[config.mk]
export PLATFORM = sky130hd
export DESIGN_NAME = uart_rx_ctrl
export DESIGN_NICKNAME = d
export VERILOG_FILES = /design/src/rtl/uart_rx_ctrl.sv
export SDC_FILE = /design/constraint.sdc
export NUM_CORES = 1
export LEC_CHECK = 0
export ABC_AREA = 1
export CAP_MARGIN = 10
export CORE_ASPECT_RATIO = 0.8
export CORE_MARGIN = 1.5
export CORE_UTILIZATION = 45
export CTS_CLUSTER_DIAMETER = 100
export DETAILED_ROUTE_END_ITERATION = 6
export PLACE_DENSITY = 0.78
export SLEW_MARGIN = 20
export SYNTH_ARGS = -nofsm -noshare
export SYNTH_HDL_FRONTEND = slang
export SYNTH_SLANG_ARGS = --single-unit
[constraint.sdc]
create_clock -name clk -period 2.3 [get_ports clk]
set_clock_uncertainty 0.1 [all_clocks]
set_input_delay 0.23 -clock clk [delete_from_list [all_inputs] [get_ports clk]]
set_output_delay 0.23 -clock clk [all_outputs]
set_load 0.01 [all_outputs]
[src/rtl/uart_rx_ctrl.sv]
`timescale 1ns/1ps
// uart_rx_ctrl: UART receive engine with 3-sample majority voting,
// LSB-first deserializer and parity/start/stop checking.
// Ports:
//   clk, rst_n (async, active-low) : oversampling clock and reset
//   rx_in                          : synchronised serial line, idle high
//   prescale                       : oversampling ratio P (even, min 4)
//   par_en, par_typ, stp2_en       : frame format, latched at start
//   p_data, data_valid             : last good payload and its pulse
//   par_err, stp_err               : error pulses
//   brk_det                        : break pulse (UART_RX_BREAK_DET_EN)
//   busy                           : registered "not idle" flag
// Optional feature macro: UART_RX_BREAK_DET_EN.
module uart_rx_ctrl #(
    parameter int DATA_WIDTH = 8,
    parameter int PRESCALE_W = 6
) (
    input  logic                  clk,
    input  logic                  rst_n,
    input  logic                  rx_in,
    input  logic [PRESCALE_W-1:0] prescale,
    input  logic                  par_en,
    input  logic                  par_typ,
    input  logic                  stp2_en,
    output logic [DATA_WIDTH-1:0] p_data,
    output logic                  data_valid,
    output logic                  par_err,
    output logic                  stp_err,
    output logic                  brk_det,
    output logic                  busy
);

    localparam int CW = 4;

    typedef enum logic [2:0] {
        S_IDLE,
        S_START,
        S_DATA,
        S_PARITY,
        S_STOP
`ifdef UART_RX_BREAK_DET_EN
        , S_BREAK
`endif
    } state_t;

    state_t r_state;
    state_t w_state_nxt;

    logic [PRESCALE_W-1:0] w_pre_in;
    logic [PRESCALE_W-1:0] r_pre;
    logic [PRESCALE_W-1:0] r_edge_cnt;
    logic [PRESCALE_W-1:0] w_half;
    logic [CW-1:0]         r_bit_cnt;
    logic [DATA_WIDTH-1:0] r_shift;
    logic [DATA_WIDTH-1:0] r_p_data;

    logic r_par_en;
    logic r_par_typ;
    logic r_stp2;
    logic r_pfail;
    logic r_s0;
    logic r_s1;
    logic r_dv;
    logic r_pe;
    logic r_se;
    logic r_busy;

    logic w_vote;
    logic w_dec;
    logic w_wrap;
    logic w_at_s0;
    logic w_at_s1;
    logic w_exp_par;
    logic w_last_stop;
    logic w_start;
    logic w_dv_n;
    logic w_pe_n;
    logic w_se_n;
    logic w_shift;
    logic w_load;

`ifdef UART_RX_BREAK_DET_EN
    logic r_zero;
    logic r_brk;
    logic w_brk_n;
`endif

    // Bit 0 of prescale is ignored; ratios below 4 leave no room
    // for three samples before the wrap, so they are clamped.
    always_comb begin
        w_pre_in = prescale & ~PRESCALE_W'(1);
        if (w_pre_in < PRESCALE_W'(4)) begin
            w_pre_in = PRESCALE_W'(4);
        end
    end

    assign w_half      = r_pre >> 1;
    assign w_at_s0     = (r_edge_cnt == w_half - PRESCALE_W'(1));
    assign w_at_s1     = (r_edge_cnt == w_half);
    assign w_dec       = (r_edge_cnt == w_half + PRESCALE_W'(1));
    assign w_wrap      = (r_edge_cnt == r_pre - PRESCALE_W'(1));
    assign w_vote      = (r_s0 & r_s1) | (r_s0 & rx_in) | (r_s1 & rx_in);
    assign w_exp_par   = (^r_shift) ^ r_par_typ;
    assign w_last_stop = !r_stp2 || (r_bit_cnt == CW'(1));
    assign w_start     = (r_state == S_IDLE) && !rx_in;

    // State register
    always_ff @(posedge clk or negedge rst_n) begin
        if (!rst_n) begin
            r_state <= S_IDLE;
        end else begin
            r_state <= w_state_nxt;
        end
    end

    // Next state and pulse decisions
    always_comb begin
        w_state_nxt = r_state;
        w_dv_n      = 1'b0;
        w_pe_n      = 1'b0;
        w_se_n      = 1'b0;
        w_shift     = 1'b0;
        w_load      = 1'b0;
`ifdef UART_RX_BREAK_DET_EN
        w_brk_n     = 1'b0;
`endif
        unique case (r_state)
            S_IDLE: begin
                if (!rx_in) begin
                    w_state_nxt = S_START;
                end
            end
            S_START: begin
                // With P=4 the decision and the wrap share a cycle.
                if (w_dec && w_vote) begin
                    w_state_nxt = S_IDLE;
                end else if (w_wrap) begin
                    w_state_nxt = S_DATA;
                end
            end
            S_DATA: begin
                if (w_dec) begin
                    w_shift = 1'b1;
                end
                if (w_wrap && r_bit_cnt == CW'(DATA_WIDTH - 1)) begin
                    w_state_nxt = r_par_en ? S_PARITY : S_STOP;
                end
            end
            S_PARITY: begin
                if (w_dec && (w_vote != w_exp_par)) begin
                    w_pe_n = 1'b1;
                end
                if (w_wrap) begin
                    w_state_nxt = S_STOP;
                end
            end
            S_STOP: begin
                if (w_dec) begin
                    if (!w_vote) begin
                        w_se_n      = 1'b1;
                        w_state_nxt = S_IDLE;
`ifdef UART_RX_BREAK_DET_EN
                        if (r_zero && r_bit_cnt == '0) begin
                            w_se_n      = 1'b0;
                            w_brk_n     = 1'b1;
                            w_state_nxt = S_BREAK;
                        end
`endif
                    end else if (w_last_stop) begin
                        // Leave early so a back-to-back start is seen.
                        w_state_nxt = S_IDLE;
                        w_dv_n      = !r_pfail;
                        w_load      = !r_pfail;
                    end
                end
            end
`ifdef UART_RX_BREAK_DET_EN
            S_BREAK: begin
                // Edge counter counts consecutive high samples here.
                if (rx_in && w_wrap) begin
                    w_state_nxt = S_IDLE;
                end
            end
`endif
            default: begin
                w_state_nxt = S_IDLE;
            end
        endcase
    end

    // Counters, sampler, configuration latch
    always_ff @(posedge clk or negedge rst_n) begin
        if (!rst_n) begin
            r_edge_cnt <= '0;
            r_bit_cnt  <= '0;
            r_pre      <= PRESCALE_W'(4);
            r_par_en   <= 1'b0;
            r_par_typ  <= 1'b0;
            r_stp2     <= 1'b0;
            r_s0       <= 1'b1;
            r_s1       <= 1'b1;
        end else begin
            if (w_start) begin
                r_pre     <= w_pre_in;
                r_par_en  <= par_en;
                r_par_typ <= par_typ;
                r_stp2    <= stp2_en;
            end

            if (w_state_nxt == S_IDLE) begin
                r_edge_cnt <= '0;
            end else if (r_state == S_IDLE) begin
                // The detecting cycle itself counts as edge 0.
                r_edge_cnt <= PRESCALE_W'(1);
`ifdef UART_RX_BREAK_DET_EN
            end else if (w_state_nxt == S_BREAK) begin
                if (r_state == S_BREAK && rx_in) begin
                    r_edge_cnt <= r_edge_cnt + PRESCALE_W'(1);
                end else begin
                    r_edge_cnt <= '0;
                end
`endif
            end else if (w_wrap) begin
                r_edge_cnt <= '0;
            end else begin
                r_edge_cnt <= r_edge_cnt + PRESCALE_W'(1);
            end

            if (w_state_nxt != r_state) begin
                r_bit_cnt <= '0;
            end else if (w_wrap) begin
                r_bit_cnt <= r_bit_cnt + CW'(1);
            end

            if (r_state != S_IDLE) begin
                if (w_at_s0) begin
                    r_s0 <= rx_in;
                end
                if (w_at_s1) begin
                    r_s1 <= rx_in;
                end
            end
        end
    end

    // Deserializer, frame flags and registered outputs
    always_ff @(posedge clk or negedge rst_n) begin
        if (!rst_n) begin
            r_shift  <= '0;
            r_p_data <= '0;
            r_pfail  <= 1'b0;
            r_dv     <= 1'b0;
            r_pe     <= 1'b0;
            r_se     <= 1'b0;
            r_busy   <= 1'b0;
        end else begin
            if (w_shift) begin
                r_shift <= {w_vote, r_shift[DATA_WIDTH-1:1]};
            end
            if (w_start) begin
                r_pfail <= 1'b0;
            end else if (w_pe_n) begin
                r_pfail <= 1'b1;
            end
            if (w_load) begin
                r_p_data <= r_shift;
            end
            r_dv   <= w_dv_n;
            r_pe   <= w_pe_n;
            r_se   <= w_se_n;
            r_busy <= (r_state != S_IDLE);
        end
    end

`ifdef UART_RX_BREAK_DET_EN
    // Tracks whether every bit voted so far in this frame was 0.
    always_ff @(posedge clk or negedge rst_n) begin
        if (!rst_n) begin
            r_zero <= 1'b0;
            r_brk  <= 1'b0;
        end else begin
            if (w_start) begin
                r_zero <= 1'b1;
            end else if (w_dec && (r_state == S_START ||
                                   r_state == S_DATA ||
                                   r_state == S_PARITY)) begin
                r_zero <= r_zero & ~w_vote;
            end
            r_brk <= w_brk_n;
        end
    end

    assign brk_det = r_brk;
`else
    assign brk_det = 1'b0;
`endif

    assign p_data     = r_p_data;
    assign data_valid = r_dv;
    assign par_err    = r_pe;
    assign stp_err    = r_se;
    assign busy       = r_busy;

endmodule
# Word-level counts from Yosys, hierarchy flattened
# Cells that the tools add are included.
# word_totals
reg_bits,45
input_bits,12
out_inout_bits,13
wordCells,85
# classes
addsub,5
n_lt_le_gt_ge,1
eq_ne,12
muxes,29
n_bitwise,6
n_reduce_logical,16
# op_table
operator,n
3-bit two-way mux,9
6-bit two-way mux,4
6-bit equality test,3
3-bit case mux with 5 select lines,1
1-bit two-way mux,13
4-bit two-way mux,2
8-bit parity,1
"5-bit by 1-bit adder with 6-bit output, second input constant",1
"6-bit by 1-bit adder with 6-bit output, second input constant",1
"3-bit by 2-bit equality test with 1-bit output, second input constant",2
6-bit by 5-bit equality test with 1-bit output,1
3-bit zero test,2
"6-bit by 3-bit less-than comparator with 1-bit output, second input constant",1
"5-bit by 1-bit subtractor with 6-bit output, second input constant",1
"6-bit by 1-bit subtractor with 6-bit output, second input constant",1
"4-bit by 1-bit adder with 4-bit output, second input constant",1
"4-bit by 1-bit equality test with 1-bit output, second input constant",1
"4-bit by 3-bit equality test with 1-bit output, second input constant",1
1-bit logical AND,4
2-bit AND reduction,2
2-bit nonzero test,2
1-bit bitwise AND,3
"3-bit by 1-bit equality test with 1-bit output, second input constant",1
"3-bit equality test, second input constant",1
7 further kinds,10

# Longest topological paths before layout
# Gate-level depths: netlist of run 1.
# depth
depth_word,9
depth_mapped,17
mapped_depth_nobuf,17

# Least setup slack after synthesis of run 1
# Ideal clock, no wire load.
# synth_timing
path_type,register to register
start,register r_pre[2]
end,register r_edge_cnt[2]
setup_time_ns,0.113
t_arrival_ns,1.966
required_time_ns,2.087
setup_slack_ns,0.122
path_stages_with_launch,17
n_path_buf,0
synth_period_minus_slack_ns,2.178
cell_sequence,dfstp_2 inv_1 ha_1 inv_1 nand2_1 nand2_1 nand3_1 nor2_4 nand3_4 nand2_2 nand2_2 clkinv_1 nand2_2 nor2_4 nand3_4 nand2_1 inv_1
# synth_between
elab_chain_len,7
word_cells_on_any_way,16
classes_between,2 x add/sub; 2 x eq/ne; 9 x mux; 3 x reduce/logical
# synth_lines
element,line,source
"start, declared",50,logic [PRESCALE_W-1:0] r_pre;
"start signal, assigned",204,r_pre <= w_pre_in;
6-bit by 1-bit subtractor with 6-bit output or 5-bit by 1-bit adder with 6-bit output (tied branches),"101, 100",
"6-bit equality test, on equally long branches","101, 100",
"3-bit two-way mux, or another cell as far along",137,end else if (w_wrap) begin
"3-bit two-way mux, on equally long branches","135, 145",
3-bit case mux with 5 select lines,127,unique case (r_state)
3-bit zero test,210,if (w_state_nxt == S_IDLE) begin
6-bit two-way mux *,210,
"end signal, assigned",226,r_edge_cnt <= r_edge_cnt + PRESCALE_W'(1);
"end, declared",51,logic [PRESCALE_W-1:0] r_edge_cnt;
# Every way passes the cells marked *; elsewhere a longest branch is shown, timed or not.
# A chain may end at the register's enable or synchronous reset.

# Worst setup path after layout of run 1
# layout_timing
start,register r_pre[2]
end,register r_edge_cnt[0]
# The elaborated chain is that of the path after synthesis.

==> results.json, run 1 <==
{
  "hold_depth": 3,
  "slowest_stage": "dfstp_2",
  "fin_crit_sh": 0.962,
  "grt-ovfl-total": 0,
  "finalWirelength_um": 6140,
  "drtPass1Iterations": 4,
  "crit_type": "register to register",
  "syn_inst": 344,
  "r2r_cells": 16,
  "grt_usage": 0.193,
  "fp-row-count": 25,
  "grt_max_degree": 45,
  "max_slew_margin": 0.366,
  "yosysWarnings": 0,
  "layout_min_cycle_time_ns": 2.21,
  "place_area_um2": 3060,
  "multiInputGateArea_um2": 1440,
  "reg2reg_from": "r_pre[2]$_DFFE_PN1P_",
  "fin_area_um2": 3320,
  "drt_iter0_drc": 132,
  "yosysTopAreaCellShare": 0.381,
  "nFillCells": 530,
  "nets": 403,
  "synth_seq_area_share": 0.410,
  "critPathCaptureType": "register",
  "min_path_type": "input pin to register",
  "fmax_mhz": 452,
  "cts.sinks": 44,
  "syn2layout_area_growth_pct": 23.4,
  "initial_core_util": 0.461,
  "arrival_ns": 2.32,
  "htreeDepth": 2,
  "drc_errors": 0,
  "fp.dieH_um": 72.2,
  "tritoncts": "done",
  "cts_buffer_depth": 2,
  "status": "completed",
  "fin_cells": 468,
  "power_leakage_nw": 1.59,
  "setup_viol": 0,
  "async_flop_share": 1.00,
  "power.density_nw_per_um2": 1140,
  "synth_cell_types": 35,
  "clk_pin_slew_ns": 0.09,
  "cts_buffers": 5,
  "worstSetupStartpoint": "r_pre[2]$_DFFE_PN1P_",
  "r2r_end": "r_edge_cnt[0]$_DFF_PN0_",
  "place.gp.congestion": 0.923,
  "synth_area_per_cell_um2": 7.83,
  "ff_latch_area_um2": 1100,
  "crit_cells": 16,
  "ant_nets": 0,
  "ir_drop_v": 0.000372,
  "grt_setup_unrepaired": "yes",
  "io_buffers": 22,
  "coreArea_um2": 5850,
  "antenna_cells": 0,
  "slowest_delay_ns": 0.55,
  "cts_root_buffer": "clkbuf_8",
  "yosys_most_used_dff": "dfrtp_1",
  "grt_pass1_wl_um": 9620,
  "num_io_pins": 25,
  "clkLatencyLatePin_ns": 0.30,
  "critical_path.endpoint": "r_edge_cnt[0]$_DFF_PN0_",
  "crit_buf_inv": 4,
  "placed_cells": 454,
  "worstMarginPinSlew_ns": 0.944,
  "synth_largest_area_cell": "dfrtp_1",
  "synth.most_common_cell": "nand2_1",
  "synth_top_cells_by_area": "dfrtp_1, nand2_1, inv_1",
  "syn-num-nets": 361,
  "worstPathMaxFanout": 6,
  "wire_per_inst_um": 13.1,
  "maxCapViolCount": 0,
  "path_cells": "inv_2 -> ha_4 -> inv_4 -> nand2_1 -> nand2_1 -> nand3_2 -> nor2_4 -> nand3_4 -> nand2_4 -> nand2_4 -> inv_2 -> nand2_2 -> nor2_4 -> nand3_4 -> nand2_2 -> inv_2",
  "crit_top_cell": "inv_2",
  "critPathRequiredTime_ns": 2.41,
  "via_per_inst": 4.94,
  "start_kind": "register",
  "yosys-top-cells-count": "nand2_1, inv_1, dfrtp_1, nand3_1, nor2_1",
  "grt_pass1_vias": 2100,
  "maxSlewViolCount": 0,
  "hold_viol_final": 0,
  "die_w_um": 89.5,
  "vias": 2312,
  "r2r_slack_ns": 0.09,
  "ys_seq_elements": 44,
  "path_delay_family": "simple AND/OR/NAND/NOR gates",
  "dieArea_um2": 6470,
  "p_total_mw": 3.79,
  "synth-edff-count": 0,
  "drive_gt1_frac": 0.253,
  "antenna_found_initial": 0,
  "syn-cell-area_um2": 2700,
  "place_hpwl_um": 4380
}
[metal layers]
| metal | GRT usage | vias up | part of all wire |
|---|---|---|---|
| met1 | 0.273 | 1084 | 0.48 |
| li1 | - | 1165 | - |
| met5 | 0 | - | 0 |
| met4 | 0.0427 | 0 | 0.0078 |
| met3 | 0.0387 | 4 | 0.047 |
| met2 | 0.308 | 59 | 0.47 |
[worst reg2reg max path, delay by kind of cell (launching register included)]
kind          cells  cell delay [ns]
simple gates     11             1.02
flops             1             0.55
fa+ha+maj         1             0.25
buf+inv           4             0.19
[cells in the final DEF (no fill, tap or decap), drive strengths merged]
| master | count |
|---|---|
| a31oi | 1 |
| bufinv | 1 |
| dfrtp | 41 |
| a211oi | 2 |
| ha | 5 |
| clkdlybuf4s50 | 21 |
| nand2 | 105 |
| dfstp | 3 |
| xor2 | 10 |
| o31ai | 1 |
| and3 | 1 |
| clkinv | 2 |
| nor3 | 6 |
| dlygate4sd3 | 1 |
| nand3b | 1 |
| o21ai | 29 |
| xnor2 | 6 |
| conb | 1 |
| buf | 17 |
| inv | 55 |
| a21oi | 7 |
| clkbuf | 5 |
| nand3 | 31 |
| nor4 | 1 |
| nor2 | 27 |
| nand4 | 7 |
[power breakdown]
group          total, mW  switching, mW  internal [mW]
Sequential          1.16          0.192          0.964
Clock              0.614          0.287          0.327
Combinational       2.02           1.24          0.786
Total               3.79           1.72           2.08
[cell families (layout without fill, tap and decap cells)]
family | Yosys count | after routing | synth area share
fa+ha+maj | 5 | 5 | 0.0232
simple gates | 178 | 179 | 0.331
other cells | 1 | 1 | 0.00139
compound gates | 40 | 40 | 0.0901
flops | 44 | 44 | 0.410
buf+inv | 60 | 102 | 0.0919
xor+xnor | 16 | 16 | 0.0520
[state kept, by name, indices dropped and copies added (netlist names), 3 cells and up]
name / flops
p_data: 8
r_pre: 5
r_edge_cnt: 6
r_shift: 8
r_bit_cnt: 4
r_state: 3
[cell type report]
cell class,instances,share of cell area
clock buffers,5,0.0207
flip-flops and latches,44,0.332
multi-input cells,241,0.434
repair buffers,39,0.104
clock inverters,3,0.0143
well taps,81,0.0305
inverters,55,0.0644
[repair_timing]
| action | 4_1_cts | 5_1_grt |
|---|---|---|
| endpoints found under the setup margin | 10 | 29 |
| pin swaps | 2 | 18 |
| endpoints found under the hold margin | 41 | 0 |
| cloned | 0 | 1 |
| setup buffers | 1 | 3 |
| hold buffers | 1 | 0 |
| gates resized for setup | 0 | 27 |
[how the worst min path moves through the flow]
stage	to	startpoint
2_1_floorplan	busy$_DFF_PN0_	rst_n
3_3_place_gp	r_edge_cnt[1]$_DFF_PN0_	rst_n
3_5_place_dp	r_edge_cnt[1]$_DFF_PN0_	rst_n
4_1_cts	r_par_typ$_DFFE_PN0P_	par_typ
5_1_grt	r_par_typ$_DFFE_PN0P_	par_typ
6_report	r_par_typ$_DFFE_PN0P_	par_typ
[stage by stage]
stage / hold WS (ns) / TNS, ns / util / worst slack [ns]
after global placement: 0.240 / 0 / 0.524 / 0.0342
after floorplan: -0.166 / 0 / - / 0.122
after detailed placement: 0.244 / -0.0200 / 0.524 / -0.00678
final: 0.383 / 0 / 0.568 / 0.0869
after global routing: 0.374 / -0.188 / 0.568 / -0.0380
after CTS: 0.387 / 0 / 0.547 / 0.00116
Note: power is estimated with default switching activity, not from simulation.
==> run 2, diff against run 1 <==
- CTS_CLUSTER_DIAMETER: 100 -> 150
- SETUP_SLACK_MARGIN: default -> 0.5
==> run 2 against run 1 <==
  * Clock power increased by 1%
  * Largest power group unchanged
  * Hold slack got worse by 0.063 ns
  * Power increased by 5.1%
  * Sequential share of layout area decreased by 1.5 points
  * Highest routed layer unchanged
  * Cell count increased by 0.43%
  * Non-clock buffer count increased by 1
  * Die area unchanged
  * Register-to-register slack about the same
  * Routed wire length increased by 2.0%
==> results.json, run 2 (synthesized netlist as in run 1, its figures left out) <==
{
  "cts_buffer_depth": 2,
  "grt_setup_unrepaired": "yes",
  "power.density_nw_per_um2": 1150,
  "initial_core_util": 0.461,
  "path_cells": "inv_2 -> ha_4 -> inv_4 -> nand2_2 -> nand2_2 -> nor2_2 -> nand2_2 -> nor2_4 -> nand3_2 -> nand2_2 -> and3_4 -> nand3_4 -> nand2_1 -> inv_1",
  "p_total_mw": 3.99,
  "drt_iter0_drc": 143,
  "path_delay_family": "simple AND/OR/NAND/NOR gates",
  "arrival_ns": 2.29,
  "grt_pass1_vias": 2311,
  "crit_cells": 14,
  "drc_errors": 0,
  "critPathCaptureType": "register",
  "clk_pin_slew_ns": 0.09,
  "start_kind": "register",
  "nFillCells": 521,
  "fp.dieH_um": 72.2,
  "maxSlewViolCount": 0,
  "slowest_delay_ns": 0.55,
  "slowest_stage": "dfstp_2",
  "worstMarginPinSlew_ns": 0.965,
  "place_area_um2": 3070,
  "io_buffers": 22,
  "crit_top_cell": "nand2_2",
  "drive_gt1_frac": 0.316,
  "finalWirelength_um": 6270,
  "grt_pass1_wl_um": 10600,
  "clkLatencyLatePin_ns": 0.30,
  "dieArea_um2": 6470,
  "syn2layout_area_growth_pct": 29.0,
  "fin_crit_sh": 0.956,
  "min_path_type": "input pin to asynchronous set/reset pin",
  "nets": 405,
  "hold_viol_final": 0,
  "max_slew_margin": 0.352,
  "fmax_mhz": 455,
  "cts_buffers": 5,
  "via_per_inst": 5.04,
  "tritoncts": "done",
  "critPathRequiredTime_ns": 2.40,
  "crit_type": "register to register",
  "grt_usage": 0.213,
  "place.gp.congestion": 0.914,
  "cts_root_buffer": "clkbuf_8",
  "layout_commonest_cell": "nand2_1",
  "vias": 2367,
  "power_leakage_nw": 1.61,
  "htreeDepth": 2,
  "r2r_cells": 14,
  "cts.sinks": 44,
  "place_hpwl_um": 4320,
  "antenna_found_initial": 0,
  "antenna_cells": 0,
  "wire_per_inst_um": 13.3,
  "fin_area_um2": 3480,
  "worstPathMaxFanout": 6,
  "status": "completed",
  "grt_max_degree": 45,
  "drtPass1Iterations": 4,
  "crit_buf_inv": 3,
  "die_w_um": 89.5,
  "ant_nets": 0,
  "mostFrequentLayoutCells": "nand2_1, dfrtp_1, inv_1",
  "setup_viol": 0,
  "coreArea_um2": 5850,
  "maxCapViolCount": 0,
  "layout_min_cycle_time_ns": 2.20,
  "grt-ovfl-total": 0,
  "fp-row-count": 25,
  "num_io_pins": 25,
  "ir_drop_v": 0.000425
}
[run 2: tightest hold or removal path, cell delays in order]
cell	delay, ns
dlygate4sd3_1	0.52
buf_2	0.12
buf_12	0.22
[run 2: report_power, final]
part / internal, mW / total, mW / switching [mW]
clock network: 0.355 / 0.620 / 0.265
logic: 0.850 / 2.20 / 1.35
registers: 0.964 / 1.17 / 0.205
total: 2.17 / 3.99 / 1.82
[run 2: final cells by class]
class / count / area [um2] / share of cell area
Multi-Input combinational cell: 242 / 1550 / 0.447
Sequential cell: 44 / 1100 / 0.318
Timing Repair Buffer: 40 / 380 / 0.109
Inverter: 55 / 216 / 0.0623
Tap cell: 81 / 101 / 0.0291
Clock buffer: 6 / 82.6 / 0.0237
Clock inverter: 2 / 38.8 / 0.0112
[run 2: what timing repair did]
action	CTS	global route
endpoints found under the setup margin	33	35
pin swaps	9	7
cloned	2	0
hold endpoints to repair	41	0
gates resized for setup	22	30
buffers inserted	4	6
hold buffers	1	0
[run 2: worst paths after layout]
path                                           start                      end  slack, ns
worst max register to register  r_pre[2]$_DFFE_PN1P_  r_edge_cnt[4]$_DFF_PN0_       0.10
min in group clk                             par_typ    r_par_typ$_DFFE_PN0P_       0.38
worst max-delay path            r_pre[2]$_DFFE_PN1P_  r_edge_cnt[4]$_DFF_PN0_       0.10
worst min register to register      r_s0$_DFFE_PN1P_         r_s0$_DFFE_PN1P_       0.39
max in group asynchronous                      rst_n         r_s1$_DFFE_PN1P_       1.51
worst min-delay path                           rst_n  r_edge_cnt[0]$_DFF_PN0_       0.32
[run 2: through the flow]
stage	cells	TNS, ns	utilization	worst slack (ns)	hold slack (ns)
detailed placement	449	0	0.524	0.0891	0.123
CTS	464	0	0.570	0.107	0.332
floorplan	344	0	-	0.229	-0.166
global placement	449	0	0.524	0.131	0.121
global route	470	-0.234	0.594	-0.0315	0.356
finish	470	0	0.594	0.102	0.320
[run 2: per-layer routing]
metal  vias to the layer above  part of all wire  routed length [um]  global-route usage
met5                         -                 0                   0                   0
met4                         0            0.0097                  61              0.0564
met3                         6             0.036                 223              0.0523
met2                        47              0.49                3040               0.346
met1                      1136              0.47                2940               0.284
li1                       1178                 -                   -                   -
